File: config.mk
export PLATFORM = sky130hd
export DESIGN_NAME = load_store_unit
export DESIGN_NICKNAME = d
export VERILOG_FILES = /design/src/rtl/lsu_pkg.sv /design/src/rtl/lsu_lane_align.sv /design/src/rtl/load_store_unit.sv
export SDC_FILE = /design/constraint.sdc
export NUM_CORES = 1
export LEC_CHECK = 0
export CORE_ASPECT_RATIO = 1.5
export CORE_UTILIZATION = 47
export DETAILED_ROUTE_END_ITERATION = 7
export PLACE_DENSITY_LB_ADDON = 0.08
export SLEW_MARGIN = 0
export SYNTH_ARGS = -nofsm -noshare
export SYNTH_HDL_FRONTEND = slang
export SYNTH_SLANG_ARGS = --single-unit
File: constraint.sdc
create_clock -name clk -period 3.4 [get_ports clk]
set_input_delay 0.34 -clock clk [delete_from_list [all_inputs] [get_ports clk]]
set_output_delay 0.34 -clock clk [all_outputs]
set_load 0.02 [all_outputs]
File: src/rtl/lsu_pkg.sv
// Shared definitions for the load/store unit: access-size encoding, FSM state type
// and the misalignment predicate used when LSU_MISALIGN_TRAP_EN is defined.
package lsu_pkg;

    localparam logic [1:0] SZ_BYTE = 2'b00;
    localparam logic [1:0] SZ_HALF = 2'b01;
    localparam logic [1:0] SZ_WORD = 2'b10;

    typedef enum logic [1:0] {
        IDLE  = 2'b00,
        READ  = 2'b01,
        WRITE = 2'b10,
        DONE  = 2'b11
    } lsu_state_t;

    // Size 2'b11 behaves as a word, so any size with bit 1 set needs word alignment.
    function automatic logic is_misaligned(input logic [1:0] size, input logic [1:0] lane);
        logic mis;
        mis = 1'b0;
        if (size == SZ_HALF)
            mis = lane[0];
        else if (size[1])
            mis = (lane != 2'b00);
        return mis;
    endfunction

endpackage

File: src/rtl/lsu_lane_align.sv
// Combinational byte-lane logic: extracts and extends load data from a memory word,
// and merges right-aligned store data into a previously read word.
module lsu_lane_align
    import lsu_pkg::*;
(
    input  logic [31:0] i_rd_word,
    input  logic [31:0] i_base_word,
    input  logic [31:0] i_wdata,
    input  logic [1:0]  i_lane,
    input  logic [1:0]  i_size,
    input  logic        i_unsigned,
    output logic [31:0] o_rdata,
    output logic [31:0] o_merged
);

    logic [7:0]  w_byte;
    logic [15:0] w_half;

    always_comb begin
        w_byte   = i_rd_word[{i_lane, 3'b000} +: 8];
        w_half   = i_rd_word[{i_lane[1], 4'b0000} +: 16];
        o_rdata  = i_rd_word;
        o_merged = i_wdata;
        case (i_size)
            SZ_BYTE: begin
                o_rdata  = {{24{~i_unsigned & w_byte[7]}}, w_byte};
                o_merged = i_base_word;
                o_merged[{i_lane, 3'b000} +: 8] = i_wdata[7:0];
            end
            SZ_HALF: begin
                // addr[0] is ignored: the half lane is chosen by addr[1] alone.
                o_rdata  = {{16{~i_unsigned & w_half[15]}}, w_half};
                o_merged = i_base_word;
                o_merged[{i_lane[1], 4'b0000} +: 16] = i_wdata[15:0];
            end
            default: begin
                o_rdata  = i_rd_word;
                o_merged = i_wdata;
            end
        endcase
    end

endmodule

File: src/rtl/load_store_unit.sv
// Load/store unit bridging a core request port to a word-wide data memory with
// sub-word read-modify-write. Define LSU_MISALIGN_TRAP_EN to trap misaligned accesses.
module load_store_unit
    import lsu_pkg::*;
(
    input  logic        clk,
    input  logic        reset,
    input  logic        req_valid,
    output logic        req_ready,
    input  logic        req_write,
    input  logic [1:0]  req_size,
    input  logic        req_unsigned,
    input  logic [31:0] req_addr,
    input  logic [31:0] req_wdata,
    output logic        resp_valid,
    output logic [31:0] resp_rdata,
    output logic        resp_err,
    output logic        mem_write,
    output logic [31:0] mem_address,
    output logic [31:0] mem_write_data,
    input  logic [31:0] mem_read_data
);

    lsu_state_t  r_state;
    logic [31:0] r_addr;
    logic [31:0] r_wdata;
    logic [31:0] r_word;
    logic [31:0] r_rdata;
    logic [1:0]  r_size;
    logic        r_unsigned;
    logic        r_write;
    logic        r_err;

    logic        w_accept;
    logic        w_trap;
    logic        w_word_store;
    logic [31:0] w_lane_rdata;
    logic [31:0] w_merged;

    assign req_ready    = (r_state == IDLE);
    assign w_accept     = req_valid && req_ready;
    assign w_word_store = req_write && req_size[1];

`ifdef LSU_MISALIGN_TRAP_EN
    assign w_trap = is_misaligned(req_size, req_addr[1:0]);
`else
    assign w_trap = 1'b0;
`endif

    lsu_lane_align u_lane_align (
        .i_rd_word   (mem_read_data),
        .i_base_word (r_word),
        .i_wdata     (r_wdata),
        .i_lane      (r_addr[1:0]),
        .i_size      (r_size),
        .i_unsigned  (r_unsigned),
        .o_rdata     (w_lane_rdata),
        .o_merged    (w_merged)
    );

    always_ff @(posedge clk) begin
        if (reset) begin
            r_state <= IDLE;
            r_addr  <= 32'h0;
            r_word  <= 32'h0;
            r_rdata <= 32'h0;
            r_err   <= 1'b0;
        end else begin
            case (r_state)
                IDLE: begin
                    if (req_valid) begin
                        r_addr <= req_addr;
                        if (w_trap) begin
                            r_state <= DONE;
                            r_rdata <= 32'h0;
                            r_err   <= 1'b1;
                        end else if (w_word_store) begin
                            r_state <= WRITE;
                        end else begin
                            r_state <= READ;
                        end
                    end
                end
                READ: begin
                    r_word <= mem_read_data;
                    if (r_write) begin
                        r_state <= WRITE;
                    end else begin
                        r_state <= DONE;
                        r_rdata <= w_lane_rdata;
                        r_err   <= 1'b0;
                    end
                end
                WRITE: begin
                    r_state <= DONE;
                    r_rdata <= 32'h0;
                    r_err   <= 1'b0;
                end
                DONE: begin
                    r_state <= IDLE;
                end
                default: begin
                    r_state <= IDLE;
                end
            endcase
        end
    end

    // Request attributes only steer the datapath; the FSM reset makes them don't-care.
    always_ff @(posedge clk) begin
        if (w_accept) begin
            r_size     <= req_size;
            r_unsigned <= req_unsigned;
            r_write    <= req_write;
            r_wdata    <= req_wdata;
        end
    end

    assign resp_valid     = (r_state == DONE);
    assign resp_rdata     = r_rdata;
    assign resp_err       = r_err;
    assign mem_write      = (r_state == WRITE) && !reset;
    assign mem_address    = {r_addr[31:2], 2'b00};
    assign mem_write_data = w_merged;

endmodule

==> qor.txt <==
===========================================================================================
Post-synth EDFFs .............................................................           36
All-Layer GR Usage ...........................................................        28.8%
Floorplan die width ..........................................................      96.2 µm
Cell area after synthesis ....................................................     6260 µm²
Core region area .............................................................    13000 µm²
Post-DRT Antenna Nets ........................................................            0
Final antenna diode count ....................................................            0
Hold Vio Cnt, Final ..........................................................            0
Clock tree from TritonCTS ....................................................          yes
Placement Rows ...............................................................           51
Unrepaired setup endpoints after global routing ..............................           no
Number of design-rule violations left by the first detailed-router iteration .          447
Cell taking the most area after synthesis .................................... sky130_fd_sc_hd__dfxtp_1
Later-pin clock latency in the skew report ...................................      0.41 ns
Crit start category ..........................................................         flop
Area growth from synthesis to final layout ...................................        39.0%
Fin crit share ...............................................................        95.5%
Die Y ........................................................................       143 µm
Share of power burned in combinational logic .................................        37.7%
Worst slew slack as a fraction of its limit ..................................        38.3%
Clk sink count ...............................................................          134
TritonCTS Buffers ............................................................           17
Number of synthesis warnings .................................................            0
Detailed-route DRC error count ...............................................            0
Cell internal pwr ............................................................      4.22 mW
CP delay by family, top ...................................................... buffers and inverters
Detailed-route wire length per cell ..........................................      19.9 µm
Avg Synthesized Cell Area ....................................................     9.39 µm²
Switching share of power .....................................................        36.2%
Wirelength, routed ...........................................................     19700 µm
Buffering stage count on the worst path with inverters included ..............            3
Ys flop type ................................................................. sky130_fd_sc_hd__dfxtp_1
Top cells by area in the synthesized netlist ................................. sky130_fd_sc_hd__dfxtp_1, sky130_fd_sc_hd__edfxtp_1, sky130_fd_sc_hd__mux2i_1
Antenna violations before repair .............................................            0
Fraction of power consumed by the clock network ..............................        28.4%
Sequential-to-total area share from yosys stat ...............................        48.6%
Starting density of the core .................................................        48.3%
Leakage component of the power ...............................................      3.19 nW
Number of global-route vias before repair ....................................         5566
Placed instance area .........................................................     8080 µm²
Number of hold buffers added after CTS .......................................            0
Maximum operating frequency ..................................................      308 MHz
Hpwl dp ......................................................................     14300 µm
Root cell of the clock tree .................................................. sky130_fd_sc_hd__clkbuf_16
Worst path required time .....................................................      3.06 ns
Final Instance Area ..........................................................     8700 µm²
Number of pins exceeding their max-slew limit in the final report ............            0
Max cap viols ................................................................            0
Total gr overflow ............................................................            0
Proportion of layout cells with a drive suffix above 1 .......................        6.85%
Critical path data arrival time ..............................................      2.91 ns
Hold crit path type .......................................................... input pin to flop
Critical path class .......................................................... flop to primary output
Vias post-DR .................................................................         5621
Global-route wire length before repair .......................................     29200 µm
Async set or reset register ratio after synthesis ............................           0%
Number of buffers between clock root and the deepest sink ....................            2
Pin slew with the least headroom to its limit ................................     0.922 ns
Clock slew at reported path FFs ..............................................      0.06 ns
Total of flip-flops plus latches after synthesis .............................          134
Worst Hold Slack .............................................................     0.342 ns
Quantity of I/O buffers inserted on ports ....................................          199
Detailed Routing Iterations Pass 1 ...........................................            8
Number of cells produced by synthesis ........................................          666
Post-layout worst setup margin ...............................................     0.154 ns
Result of the run ............................................................ finished, final reports clean
Final min period .............................................................      3.25 ns
# nets final .................................................................          931
Via/cell ratio ...............................................................         5.67
Count of different cell masters after synthesis ..............................           50
Flop pwr share ...............................................................        33.8%
Maximum cell stage delay along the critical path .............................      0.65 ns
CP cell instances ............................................................ inv_1 > buf_4 > a21oi_1 > a32o_1 > clkdlybuf4s50_1
Setup clock skew after layout ................................................   0.00839 ns
Setup_tns ....................................................................         0 ns
Final setup violation count ..................................................            0
Maximum number of pins on one net before global-route repair .................           82
Pwr Density ..................................................................   760 nW/µm²
Highest fanout seen on the critical path .....................................           20
Area of the die ..............................................................    13800 µm²
Worst path slowest cell ...................................................... sky130_fd_sc_hd__edfxtp_1
Area fraction of the dominant cell type after synthesis ......................        31.4%
Final weighted congestion of routability-driven global placement .............        0.861
Switching pwr ................................................................      2.40 mW
Number of top-level pins .....................................................          203
Post-placement setup slack ...................................................     0.371 ns
Peak ir drop on the vdd network ..............................................     0.391 mV
Total power after layout .....................................................      6.61 mW
H-Tree Level Count ...........................................................            4
Element type at the critical path end ........................................ primary output
===========================================================================================
-- flip-flops by register name, summed over array words and instances, names as in the netlist --
signal / flops
r_addr: 32
r_wdata: 32
r_word: 32
resp_rdata: 32
r_size: 2
r_state: 2
r_unsigned: 1
r_write: 1
-- Yosys cell counts (7+ instances only) --
library cell / number
sky130_fd_sc_hd__a311oi_1: 7
sky130_fd_sc_hd__a22oi_1: 31
sky130_fd_sc_hd__nor2_1: 52
sky130_fd_sc_hd__buf_4: 40
sky130_fd_sc_hd__a22o_1: 7
sky130_fd_sc_hd__a31oi_1: 8
sky130_fd_sc_hd__mux2i_1: 41
sky130_fd_sc_hd__buf_2: 12
sky130_fd_sc_hd__a21oi_1: 51
sky130_fd_sc_hd__dfxtp_1: 98
sky130_fd_sc_hd__nand2_1: 93
sky130_fd_sc_hd__edfxtp_1: 36
sky130_fd_sc_hd__clkbuf_1: 22
sky130_fd_sc_hd__inv_1: 25
sky130_fd_sc_hd__ha_1: 9
sky130_fd_sc_hd__o221ai_1: 7
sky130_fd_sc_hd__a221o_1: 9
sky130_fd_sc_hd__a2bb2oi_1: 7
sky130_fd_sc_hd__and3_1: 13
sky130_fd_sc_hd__o21ai_0: 41
sky130_fd_sc_hd__o22ai_1: 7
-- cell families (layout without fill, tap and decap cells) --
family	Yosys count	in the layout	synth area share (%)
multiplexers	41	41	6.56
AO/OA/AOI/OAI	194	194	20.7
other	1	3	0.0599
AND/OR/NAND/NOR	182	182	13.1
flip-flops	134	134	48.6
buffers and inverters	105	269	9.06
adder cells (fa/ha/maj)	9	9	1.80
-- metal layers --
layer / wire length, µm / track usage (%) / part of all wire [%] / up-vias
met5: 0 / 0 / 0 / -
met4: 722 / 14.1 / 3.7 / 0
met3: 1490 / 7.35 / 7.6 / 49
met2: 10200 / 50.0 / 52 / 284
met1: 7270 / 32.1 / 37 / 2641
li1: - / - / - / 2647
-- area by class of cell --
class                      instances  area [µm²]
fill                            1058        4260
sequential                       134        3040
inverter                          25        93.8
timing repair buffer             212        2100
clock inverter                    12         141
multi-input combinational        429        2670
tap                              159         199
clock buffer                      20         458
-- metrics by stage --
step | util, % | std cells
floorplan | - | 668
global placement | 62.4 | 958
detailed placement | 62.4 | 958
CTS | 67.1 | 990
global route | 67.1 | 991
finish | 67.1 | 991
-- power by group through the flow --
stage               sequential (mW)  combinational, mW  clock [mW]
global route                   2.26               2.68        1.97
floorplan                      2.24               1.58           0
CTS                            2.23               2.50        1.91
detailed placement             2.26               2.48           0
global placement               2.25               2.45           0
finish                         2.24               2.50        1.88
-- repair_timing --
item / CTS / global route
gates cloned: 0 / 0
resized for setup: 1 / 0
buffers inserted: 0 / 1
endpoints found under the hold margin: 0 / 0
setup endpoints to repair: 8 / 7
pin swaps: 0 / 1
-- cell usage in the layout (no fill, tap or decap), types with 8 or more instances in the layout --
cell type                         count
sky130_fd_sc_hd__a221o_1              9
sky130_fd_sc_hd__inv_1               24
sky130_fd_sc_hd__buf_4               12
sky130_fd_sc_hd__o21ai_0             41
sky130_fd_sc_hd__nand2_1             93
sky130_fd_sc_hd__a21oi_1             51
sky130_fd_sc_hd__and3_1              13
sky130_fd_sc_hd__clkbuf_16           18
sky130_fd_sc_hd__nor2_1              52
sky130_fd_sc_hd__a22oi_1             31
sky130_fd_sc_hd__ha_1                 8
sky130_fd_sc_hd__a31oi_1              8
sky130_fd_sc_hd__edfxtp_1            36
sky130_fd_sc_hd__mux2i_1             41
sky130_fd_sc_hd__clkdlybuf4s50_1    198
sky130_fd_sc_hd__dfxtp_1             98
-- final timing paths --
| kind | start | end | slack (ns) | cells past startpoint |
|---|---|---|---|---|
| setup / recovery | r_size[0] | mem_write_data[1] | 0.15 | 5 |
| hold / removal | reset | resp_rdata[20] | 0.34 | 2 |
| setup reg to reg | r_state[1] | resp_rdata[28] | 1.06 | 6 |
| hold reg to reg | r_addr[26] | r_addr[26] | 0.45 | 2 |
(Power assumes the default switching activity.)
